## src/rtl/rom_load_ctrl.sv

```systemverilog
// Turns the programmer's level write strobes into single-cycle PRG/CHR memory writes,
// range-checks and counts bytes, and holds the NES core in reset until both images are loaded.
module rom_load_ctrl #(
  parameter int PRG_AW   = 15,
  parameter int CHR_AW   = 13,
  parameter int RST_HOLD = 16
) (
  input  logic              CLK,
  input  logic              RESET_N,
  input  logic [15:0]       ROM_ADDR,
  input  logic [7:0]        ROM_DATA,
  input  logic              PRG_ROM_WRITE,
  input  logic              CHR_ROM_WRITE,
  output logic              PRG_WE,
  output logic [PRG_AW-1:0] PRG_WADDR,
  output logic              CHR_WE,
  output logic [CHR_AW-1:0] CHR_WADDR,
  output logic [7:0]        WDATA,
  output logic              NES_RESET_N,
  output logic              LOADING,
  output logic              DONE,
  output logic              ADDR_ERR
);

  localparam int TW = (RST_HOLD > 1) ? $clog2(RST_HOLD) : 1;
  localparam logic [TW-1:0]   HOLD_LAST = TW'(RST_HOLD - 1);
  localparam logic [PRG_AW:0] PRG_FULL  = {1'b1, {PRG_AW{1'b0}}};
  localparam logic [CHR_AW:0] CHR_FULL  = {1'b1, {CHR_AW{1'b0}}};

  typedef enum logic [1:0] {
    ST_IDLE = 2'd0,
    ST_LOAD = 2'd1,
    ST_HOLD = 2'd2,
    ST_RUN  = 2'd3
  } state_t;

  state_t            state_r;
  logic [TW-1:0]     timer_r;
  logic              prg_q_r;
  logic              chr_q_r;
  logic [PRG_AW:0]   prg_cnt_r;
  logic [CHR_AW:0]   chr_cnt_r;

  logic              prg_rise_s;
  logic              chr_rise_s;
  logic              prg_acc_s;
  logic              chr_acc_s;
  logic              any_acc_s;
  logic              wr_err_s;
  logic              prg_full_s;
  logic              chr_full_s;
  logic              reload_s;
  logic [PRG_AW:0]   prg_cnt_n_s;
  logic [CHR_AW:0]   chr_cnt_n_s;

  // Strobe edge detect, accept/reject decode and next counter values
  always_comb begin
    prg_rise_s  = PRG_ROM_WRITE & ~prg_q_r;
    chr_rise_s  = CHR_ROM_WRITE & ~chr_q_r;
    // A simultaneous PRG+CHR rise is ambiguous, so neither side is accepted
    prg_acc_s   = prg_rise_s & ~chr_rise_s & ((ROM_ADDR >> PRG_AW) == 16'd0);
    chr_acc_s   = chr_rise_s & ~prg_rise_s & ((ROM_ADDR >> CHR_AW) == 16'd0);
    any_acc_s   = prg_acc_s | chr_acc_s;
    wr_err_s    = (prg_rise_s | chr_rise_s) & ~any_acc_s;
    prg_full_s  = (prg_cnt_r == PRG_FULL);
    chr_full_s  = (chr_cnt_r == CHR_FULL);
    reload_s    = any_acc_s & ((state_r == ST_HOLD) | (state_r == ST_RUN));
    prg_cnt_n_s = prg_cnt_r;
    chr_cnt_n_s = chr_cnt_r;
    if (reload_s) begin
      prg_cnt_n_s = {{PRG_AW{1'b0}}, prg_acc_s};
      chr_cnt_n_s = {{CHR_AW{1'b0}}, chr_acc_s};
    end else begin
      if (prg_acc_s && !prg_full_s) begin
        prg_cnt_n_s = prg_cnt_r + {{PRG_AW{1'b0}}, 1'b1};
      end else begin
        prg_cnt_n_s = prg_cnt_r;
      end
      if (chr_acc_s && !chr_full_s) begin
        chr_cnt_n_s = chr_cnt_r + {{CHR_AW{1'b0}}, 1'b1};
      end else begin
        chr_cnt_n_s = chr_cnt_r;
      end
    end
  end

  // Write pulse generation, address/data capture, byte counters and sticky error
  always_ff @(posedge CLK or negedge RESET_N) begin
    if (!RESET_N) begin
      prg_q_r   <= 1'b0;
      chr_q_r   <= 1'b0;
      PRG_WE    <= 1'b0;
      CHR_WE    <= 1'b0;
      PRG_WADDR <= {PRG_AW{1'b0}};
      CHR_WADDR <= {CHR_AW{1'b0}};
      WDATA     <= 8'h00;
      prg_cnt_r <= {(PRG_AW + 1){1'b0}};
      chr_cnt_r <= {(CHR_AW + 1){1'b0}};
      ADDR_ERR  <= 1'b0;
    end else begin
      prg_q_r   <= PRG_ROM_WRITE;
      chr_q_r   <= CHR_ROM_WRITE;
      PRG_WE    <= prg_acc_s;
      CHR_WE    <= chr_acc_s;
      prg_cnt_r <= prg_cnt_n_s;
      chr_cnt_r <= chr_cnt_n_s;
      if (prg_acc_s) begin
        PRG_WADDR <= ROM_ADDR[PRG_AW-1:0];
        WDATA     <= ROM_DATA;
      end
      if (chr_acc_s) begin
        CHR_WADDR <= ROM_ADDR[CHR_AW-1:0];
        WDATA     <= ROM_DATA;
      end
      if (wr_err_s) begin
        ADDR_ERR <= 1'b1;
      end
    end
  end

  // Load sequencing FSM with registered status outputs and post-load reset hold timer
  always_ff @(posedge CLK or negedge RESET_N) begin
    if (!RESET_N) begin
      state_r     <= ST_IDLE;
      timer_r     <= {TW{1'b0}};
      LOADING     <= 1'b0;
      DONE        <= 1'b0;
      NES_RESET_N <= 1'b0;
    end else begin
      case (state_r)
        ST_IDLE: begin
          if (any_acc_s) begin
            state_r <= ST_LOAD;
            LOADING <= 1'b1;
          end
        end
        ST_LOAD: begin
          if (prg_full_s && chr_full_s) begin
            state_r <= ST_HOLD;
            timer_r <= {TW{1'b0}};
            LOADING <= 1'b0;
          end
        end
        ST_HOLD: begin
          if (any_acc_s) begin
            state_r <= ST_LOAD;
            LOADING <= 1'b1;
          end else if (timer_r == HOLD_LAST) begin
            state_r     <= ST_RUN;
            DONE        <= 1'b1;
            NES_RESET_N <= 1'b1;
          end else begin
            timer_r <= timer_r + {{(TW - 1){1'b0}}, 1'b1};
          end
        end
        ST_RUN: begin
          if (any_acc_s) begin
            state_r     <= ST_LOAD;
            LOADING     <= 1'b1;
            DONE        <= 1'b0;
            NES_RESET_N <= 1'b0;
          end
        end
        default: begin
          state_r     <= ST_IDLE;
          timer_r     <= {TW{1'b0}};
          LOADING     <= 1'b0;
          DONE        <= 1'b0;
          NES_RESET_N <= 1'b0;
        end
      endcase
    end
  end

endmodule

```

## config.mk

```make
export PLATFORM = sky130hd
export DESIGN_NAME = rom_load_ctrl
export DESIGN_NICKNAME = d
export VERILOG_FILES = /design/src/rtl/rom_load_ctrl.sv
export SDC_FILE = /design/constraint.sdc
export NUM_CORES = 1
export LEC_CHECK = 0
export CORE_MARGIN = 5
export CORE_UTILIZATION = 40
export DETAILED_ROUTE_END_ITERATION = 6
export GPL_ROUTABILITY_DRIVEN = 0
export PLACE_DENSITY = 0.68
export SYNTH_ARGS = -nofsm -noshare
export SYNTH_HDL_FRONTEND = slang
export SYNTH_SLANG_ARGS = --single-unit
```

## constraint.sdc

```tcl
create_clock -name CLK -period 2.3 [get_ports CLK]
set_input_delay 0.46 -clock CLK [delete_from_list [all_inputs] [get_ports CLK]]
set_output_delay 0.46 -clock CLK [all_outputs]
set_load 0.005 [all_outputs]
```

==> results_dict.tcl, run 1 <==
set metrics [dict create \
    vias_per_cell 5.025 \
    rsz0062_at_grt "false" \
    hold_viol 0 \
    p_seq_share_pct 47.4 \
    power.share.clock_pct 33.9 \
    max_freq_mhz 465.0 \
    die_area_um2 11300 \
    drc 0 \
    grtUsageTotal_pct 16.70 \
    area_growth_pct 33.77 \
    antenna_found_initial 0 \
    synth-seq-area-share_pct 53.31 \
    h-tree-depth 3 \
    syn_inst 383 \
    max-slew-margin-rel_pct 61.27 \
    insertion_delay_ns 0.37 \
    numPortBuffers 69 \
    dpl.cell_count 575 \
    detailed_place_hpwl_um 6212 \
    p_per_area_nw_per_um2 724.9 \
    final_antenna_net_count 0 \
    cp.buffers_inverters 2 \
    first_iter_violations 82 \
    switching_share_pct 27.26 \
    ys_types 49 \
    slew_viol_final 0 \
    max_stage_delay_ns 0.54 \
    final_cell_mix "nand2_1, dfrtp_1, clkdlybuf4s50_1" \
    wl_per_cell_um 14.59 \
    final_cells 595 \
    skew_ns 0.01513 \
    wl_um 8679 \
    drtPass1Iterations 4 \
    endpoint_kind "register" \
    path_delay_family "simple AND/OR/NAND/NOR gates" \
    synth_top_area_share_pct 53.31 \
    cpMaxStageDelayCell "or4_1" \
    chipWidth_um 106.3 \
    vias 2990 \
    ff_latch_area_um2 1977 \
    synth_area_um2 3709 \
    clockBufferDepth 2 \
    yosys.area.top_type "dfrtp_1" \
    rows 35 \
    syn-num-nets 420 \
    timing.rr.start "prg_cnt_r[0]$_DFFE_PN0P_" \
    antennaDiodeCount 0 \
    grt_pass1_wl_um 15120 \
    cts-root-buf "clkbuf_8" \
    switchingPower_mw 0.9805 \
    p_int_mw 2.616 \
    worstPathArrival_ns 2.41 \
    cap_violations 0 \
    cts_tree "yes" \
    ys_seq_elements 79 \
    ys.warnings.count 0 \
    grt_pass1_vias 3104 \
    grt_max_degree 43 \
    io_pins 70 \
    criticalPathCategory "in2reg" \
    status "finished, final reports clean" \
    min_path_type "in2async" \
    dpl_worst_slack_ns -0.2523 \
    r2r-end "prg_cnt_r[8]$_DFFE_PN0P_" \
    grt_overflow 0 \
    nNetsFinal 516 \
    synth_edf_count 0 \
    path_cells "clkdlybuf4s50_1, nor2b_1, or3_1, inv_4, or4_1, and3_1, a211o_1" \
    drive_gt1_share_pct 13.64 \
    period_needed_ns 2.151 \
    p_leak_nw 2.298 \
    setup_ws_ns 0.1494 \
    period_share_pct 93.50 \
    cp_max_fo 7 \
    synthFlopType "dfrtp_1" \
    numCtsBuffers 9 \
    setup_viol 0 \
    fillers 798 \
    ys_top_cells_by_area "dfrtp_1, nand2_1, xor2_1, ha_1, nor2_1" \
    syn_avg_cell_area_um2 9.683 \
    reg2regPathDepth 8 \
    final_util_pct 54.20 \
    critPathLaunchType "input port" \
    reg2reg_slack_ns 0.27 \
    fp.dieH_um 106.3 \
    synth_async_sr_flop_share_pct 100.0 \
    tightestPinTransition_ns 0.5809 \
    core-area_um2 9153 \
    mostFrequentLayoutCell "nand2_1" \
    clk_pin_slew_worst_paths_ns 0.09 \
    clock_sinks 79 \
    multi_input_area_um2 1607 \
    combPwrFrac_pct 18.7 \
    required_ns 2.56 \
    initial_core_util_pct 40.52 \
    ir_drop_v 0.0004312 \
]
## kinds of logic after synthesis
family          share of synthesized area (%)
simple gates                            26.48
compound gates                          5.904
flops                                   53.31
buf+inv                                 3.374
xor+xnor                                5.196
mux                                     2.699
fa+ha+maj                               3.036
## cell type report
| cell class | instances | share of cell area [%] |
|---|---|---|
| clock buffer | 9 | 2.497 |
| clock inverter | 7 | 2.194 |
| inverter | 12 | 0.9584 |
| multi-input combinational | 277 | 32.38 |
| sequential | 79 | 39.85 |
| tap | 111 | 2.799 |
| timing repair buffer | 100 | 19.32 |
## sequential cells by signal, indices dropped and copies added (netlist names), 2 cells and up
name,flops
PRG_WADDR,15
timer_r,4
prg_cnt_r,16
state_r,2
CHR_WADDR,13
chr_cnt_r,14
WDATA,8
## what timing repair did
item                                    4_1_cts  5_1_grt
hold buffers                                  0        0
buffers inserted                              0        4
endpoints found under the setup margin        0        3
resized for setup                             0        0
## how the worst max path moves through the flow
| stage | from | end | slack, ns | cells after the start |
|---|---|---|---|---|
| floorplan | CHR_ROM_WRITE | WDATA[1]$_DFFE_PN0P_ | 0.38 | 7 |
| global placement | CHR_ROM_WRITE | timer_r[3]$_DFFE_PN0P_ | -0.19 | 7 |
| detailed placement | CHR_ROM_WRITE | timer_r[3]$_DFFE_PN0P_ | -0.25 | 7 |
| CTS | CHR_ROM_WRITE | timer_r[3]$_DFFE_PN0P_ | 0.15 | 7 |
| global route | chr_cnt_r[0]$_DFFE_PN0P_ | timer_r[0]$_DFFE_PN0P_ | 0.01 | 7 |
| finish | CHR_ROM_WRITE | timer_r[3]$_DFFE_PN0P_ | 0.15 | 7 |
## through the flow
step	cell area, um^2	TNS (ns)	hold slack [ns]	power (mW)
2_1_floorplan	3709	0	0.1644	1.964
3_3_place_gp	4698	-4.753	0.4577	2.392
3_5_place_dp	4698	-7.036	0.4614	2.415
4_1_cts	4931	0	0.1049	3.642
5_1_grt	4961	0	0.1274	3.794
6_report	4961	0	0.08957	3.596
## synthesized netlist by cell type, types with 2 or more instances
| cell type | number |
|---|---|
| ha_1 | 9 |
| nor4_1 | 7 |
| or4b_1 | 2 |
| and3_1 | 5 |
| buf_4 | 3 |
| buf_2 | 8 |
| o21a_1 | 2 |
| inv_1 | 10 |
| nand3_1 | 15 |
| nor4b_1 | 2 |
| nor2_2 | 2 |
| and4_1 | 4 |
| nor2_1 | 27 |
| and2_1 | 4 |
| nor2b_1 | 2 |
| or3_1 | 5 |
| xnor2_1 | 6 |
| o21ai_0 | 7 |
| dfrtp_1 | 79 |
| mux2_2 | 8 |
| xor2_1 | 16 |
| a21oi_1 | 12 |
| clkbuf_1 | 4 |
| nand2_1 | 99 |
| nor3b_1 | 3 |
| or4_1 | 2 |
| nand4_1 | 12 |
| nor3_1 | 6 |
| o22ai_1 | 2 |
## power groups by stage
stage	Sequential [mW]	Clock (mW)	Combinational [mW]
2_1_floorplan	1.72	0	0.243
3_5_place_dp	1.73	0	0.684
6_report	1.70	1.22	0.673
5_1_grt	1.73	1.31	0.753
4_1_cts	1.70	1.25	0.688
3_3_place_gp	1.73	0	0.667
## worst register-to-register path, cell delays in order (launching register included)
cell and delay [ns]:
dfrtp_1 0.42, inv_1 0.06, ha_1 0.20, nor3b_1 0.15
nand4_1 0.22, buf_4 0.18, or4b_1 0.45, xor2_1 0.18
nor2_2 0.05
## per-layer routing
| layer | track usage, % | wire length [um] | vias up |
|---|---|---|---|
| li1 | - | - | 1484 |
| met1 | 21.72 | 3896 | 1433 |
| met2 | 27.24 | 4302 | 60 |
| met3 | 3.157 | 315 | 13 |
| met4 | 7.216 | 164 | 0 |
| met5 | 0 | 0 | - |
No activity file was read; power rests on OpenSTA's default activity.
==> run 2: changes to the inputs <==
--- a/config.mk
+++ b/config.mk
@@ -9,7 +9,7 @@
 export CORE_UTILIZATION = 40
 export DETAILED_ROUTE_END_ITERATION = 6
 export GPL_ROUTABILITY_DRIVEN = 0
-export PLACE_DENSITY = 0.68
+export PLACE_DENSITY = 0.67
 export SYNTH_ARGS = -nofsm -noshare
 export SYNTH_HDL_FRONTEND = slang
 export SYNTH_SLANG_ARGS = --single-unit
==> run 2 against run 1 <==
  * Via count is 2.3% higher
  * Sequential cell count stayed put
  * Global-route usage is 0.48 points lower
  * Worst setup slack worse by 0.0049 ns
  * Critical path type unchanged
  * Critical endpoint is now WDATA[3]$_DFFE_PN0P_
==> results_dict.tcl, run 2 (synthesized netlist as in run 1, its figures left out) <==
set metrics [dict create \
    ir_drop_v 0.0004478 \
    critPathLaunchType "input port" \
    final_util_pct 54.18 \
    tightestPinTransition_ns 0.5506 \
    vias 3058 \
    required_ns 2.53 \
    grt_util_met2_pct 27.01 \
    final_cell_mix "nand2_1, dfrtp_1, clkdlybuf4s50_1" \
    core-area_um2 9153 \
    skew_ns 0.01580 \
    first_iter_violations 143 \
    grtUsageMet1_pct 20.97 \
    drive_gt1_share_pct 13.46 \
    fin_setup_tns_ns 0 \
    slew_viol_final 0 \
    wl_per_cell_um 14.30 \
    vias_per_cell 5.148 \
    grt_overflow 0 \
    use_met3_pct 4.311 \
    grt_pass1_vias 3062 \
    detailed_place_hpwl_um 6263 \
    max-slew-margin-rel_pct 63.29 \
    cts-root-buf "clkbuf_8" \
    largest_reg_flops 16 \
    min_path_type "in2async" \
    status "finished, final reports clean" \
    placed_area_um2 4746 \
    timing.hold.ws_ns 0.09399 \
    p_per_area_nw_per_um2 697.0 \
    drtPass1Iterations 4 \
    area_growth_pct 33.70 \
    setup_ws_ns 0.1445 \
    grtUsageTotal_pct 16.22 \
    setup_viol 0 \
    die_area_um2 11300 \
    final_cells 594 \
    antennaDiodeCount 0 \
    holdBufCountCts 0 \
    clockBufferDepth 2 \
    criticalPathCategory "in2reg" \
    numPortBuffers 69 \
    cts_tree "yes" \
    clock_sinks 79 \
    power_mw 3.456 \
    period_share_pct 93.72 \
    mostFrequentLayoutCell "nand2_1" \
    worstPathArrival_ns 2.39 \
    io_pins 70 \
    dpl.cell_count 578 \
    grt_pass1_wl_um 14880 \
    endpoint_kind "register" \
    numCtsBuffers 9 \
    wl_um 8494 \
    hold_viol 0 \
    final_antenna_net_count 0 \
    top_register "prg_cnt_r" \
    fp.dieH_um 106.3 \
    rows 35 \
    initial_core_util_pct 40.52 \
    dpl_worst_slack_ns -0.2369 \
    nNetsFinal 515 \
    h-tree-depth 3 \
    p_leak_nw 2.288 \
    final_area_um2 4959 \
    post_cts_buffers 0 \
    chipWidth_um 106.3 \
    max_freq_mhz 463.9 \
    reg_top3 "prg_cnt_r (16), PRG_WADDR (15), chr_cnt_r (14)" \
    rsz0062_at_grt "false" \
    post_cts_resized 0 \
    cp_max_fo 16 \
    grt_max_degree 42 \
    antenna_found_initial 0 \
    period_needed_ns 2.155 \
    grt_busiest_layer "met2" \
    cap_violations 0 \
    clk_pin_slew_worst_paths_ns 0.09 \
    insertion_delay_ns 0.36 \
    drc 0 \
]
-- run 2: cell count changes in the layout (fill, tap and decap cells not counted), sizes merged --
cell / previous run / this run
clkinvlp: 0 / 1
clkbuf: 9 / 10
buf: 32 / 31
clkinv: 0 / 2
inv: 17 / 14
bufinv: 2 / 1
-- run 2: worst paths after layout --
path / from / end / slack [ns] / depth (start not counted)
max: PRG_ROM_WRITE / WDATA[3]$_DFFE_PN0P_ / 0.14 / 7
min: RESET_N / PRG_WADDR[10]$_DFFE_PN0P_ / 0.09 / 1
max reg2reg: chr_cnt_r[0]$_DFFE_PN0P_ / timer_r[0]$_DFFE_PN0P_ / 0.27 / 7
min reg2reg: PRG_WADDR[2]$_DFFE_PN0P_ / PRG_WADDR[2]$_DFFE_PN0P_ / 0.48 / 2
max in group asynchronous: RESET_N / WDATA[3]$_DFFE_PN0P_ / 1.61 / 2
min in group CLK: PRG_WADDR[2]$_DFFE_PN0P_ / PRG_WADDR[2]$_DFFE_PN0P_ / 0.48 / 2
-- run 2: layout make-up --
class | instances | area (um^2)
inverters | 12 | 47.55
repair buffers | 99 | 975.9
multi-input cells | 277 | 1607
clock inverters | 6 | 75.07
flip-flops and latches | 79 | 1977
fillers | 823 | 4194
well taps | 111 | 138.9
clock buffers | 10 | 137.6
-- run 2: where the power goes --
part           switching, mW  internal, mW
clock network          0.533         0.546
logic                  0.261         0.410
registers              0.140          1.57
-- run 2: per-layer routing --
metal	vias up	wire (um)
met1	1509	3826
met3	7	299
met5	-	0
met4	0	87
li1	1489	-
met2	53	4281
-- run 2: critical path: stages --
cell	delay, ns
clkdlybuf4s50_1	0.55
nand2b_4	0.07
or3_1	0.45
buf_4	0.24
nand2_1	0.12
buf_12	0.14
mux2_2	0.34
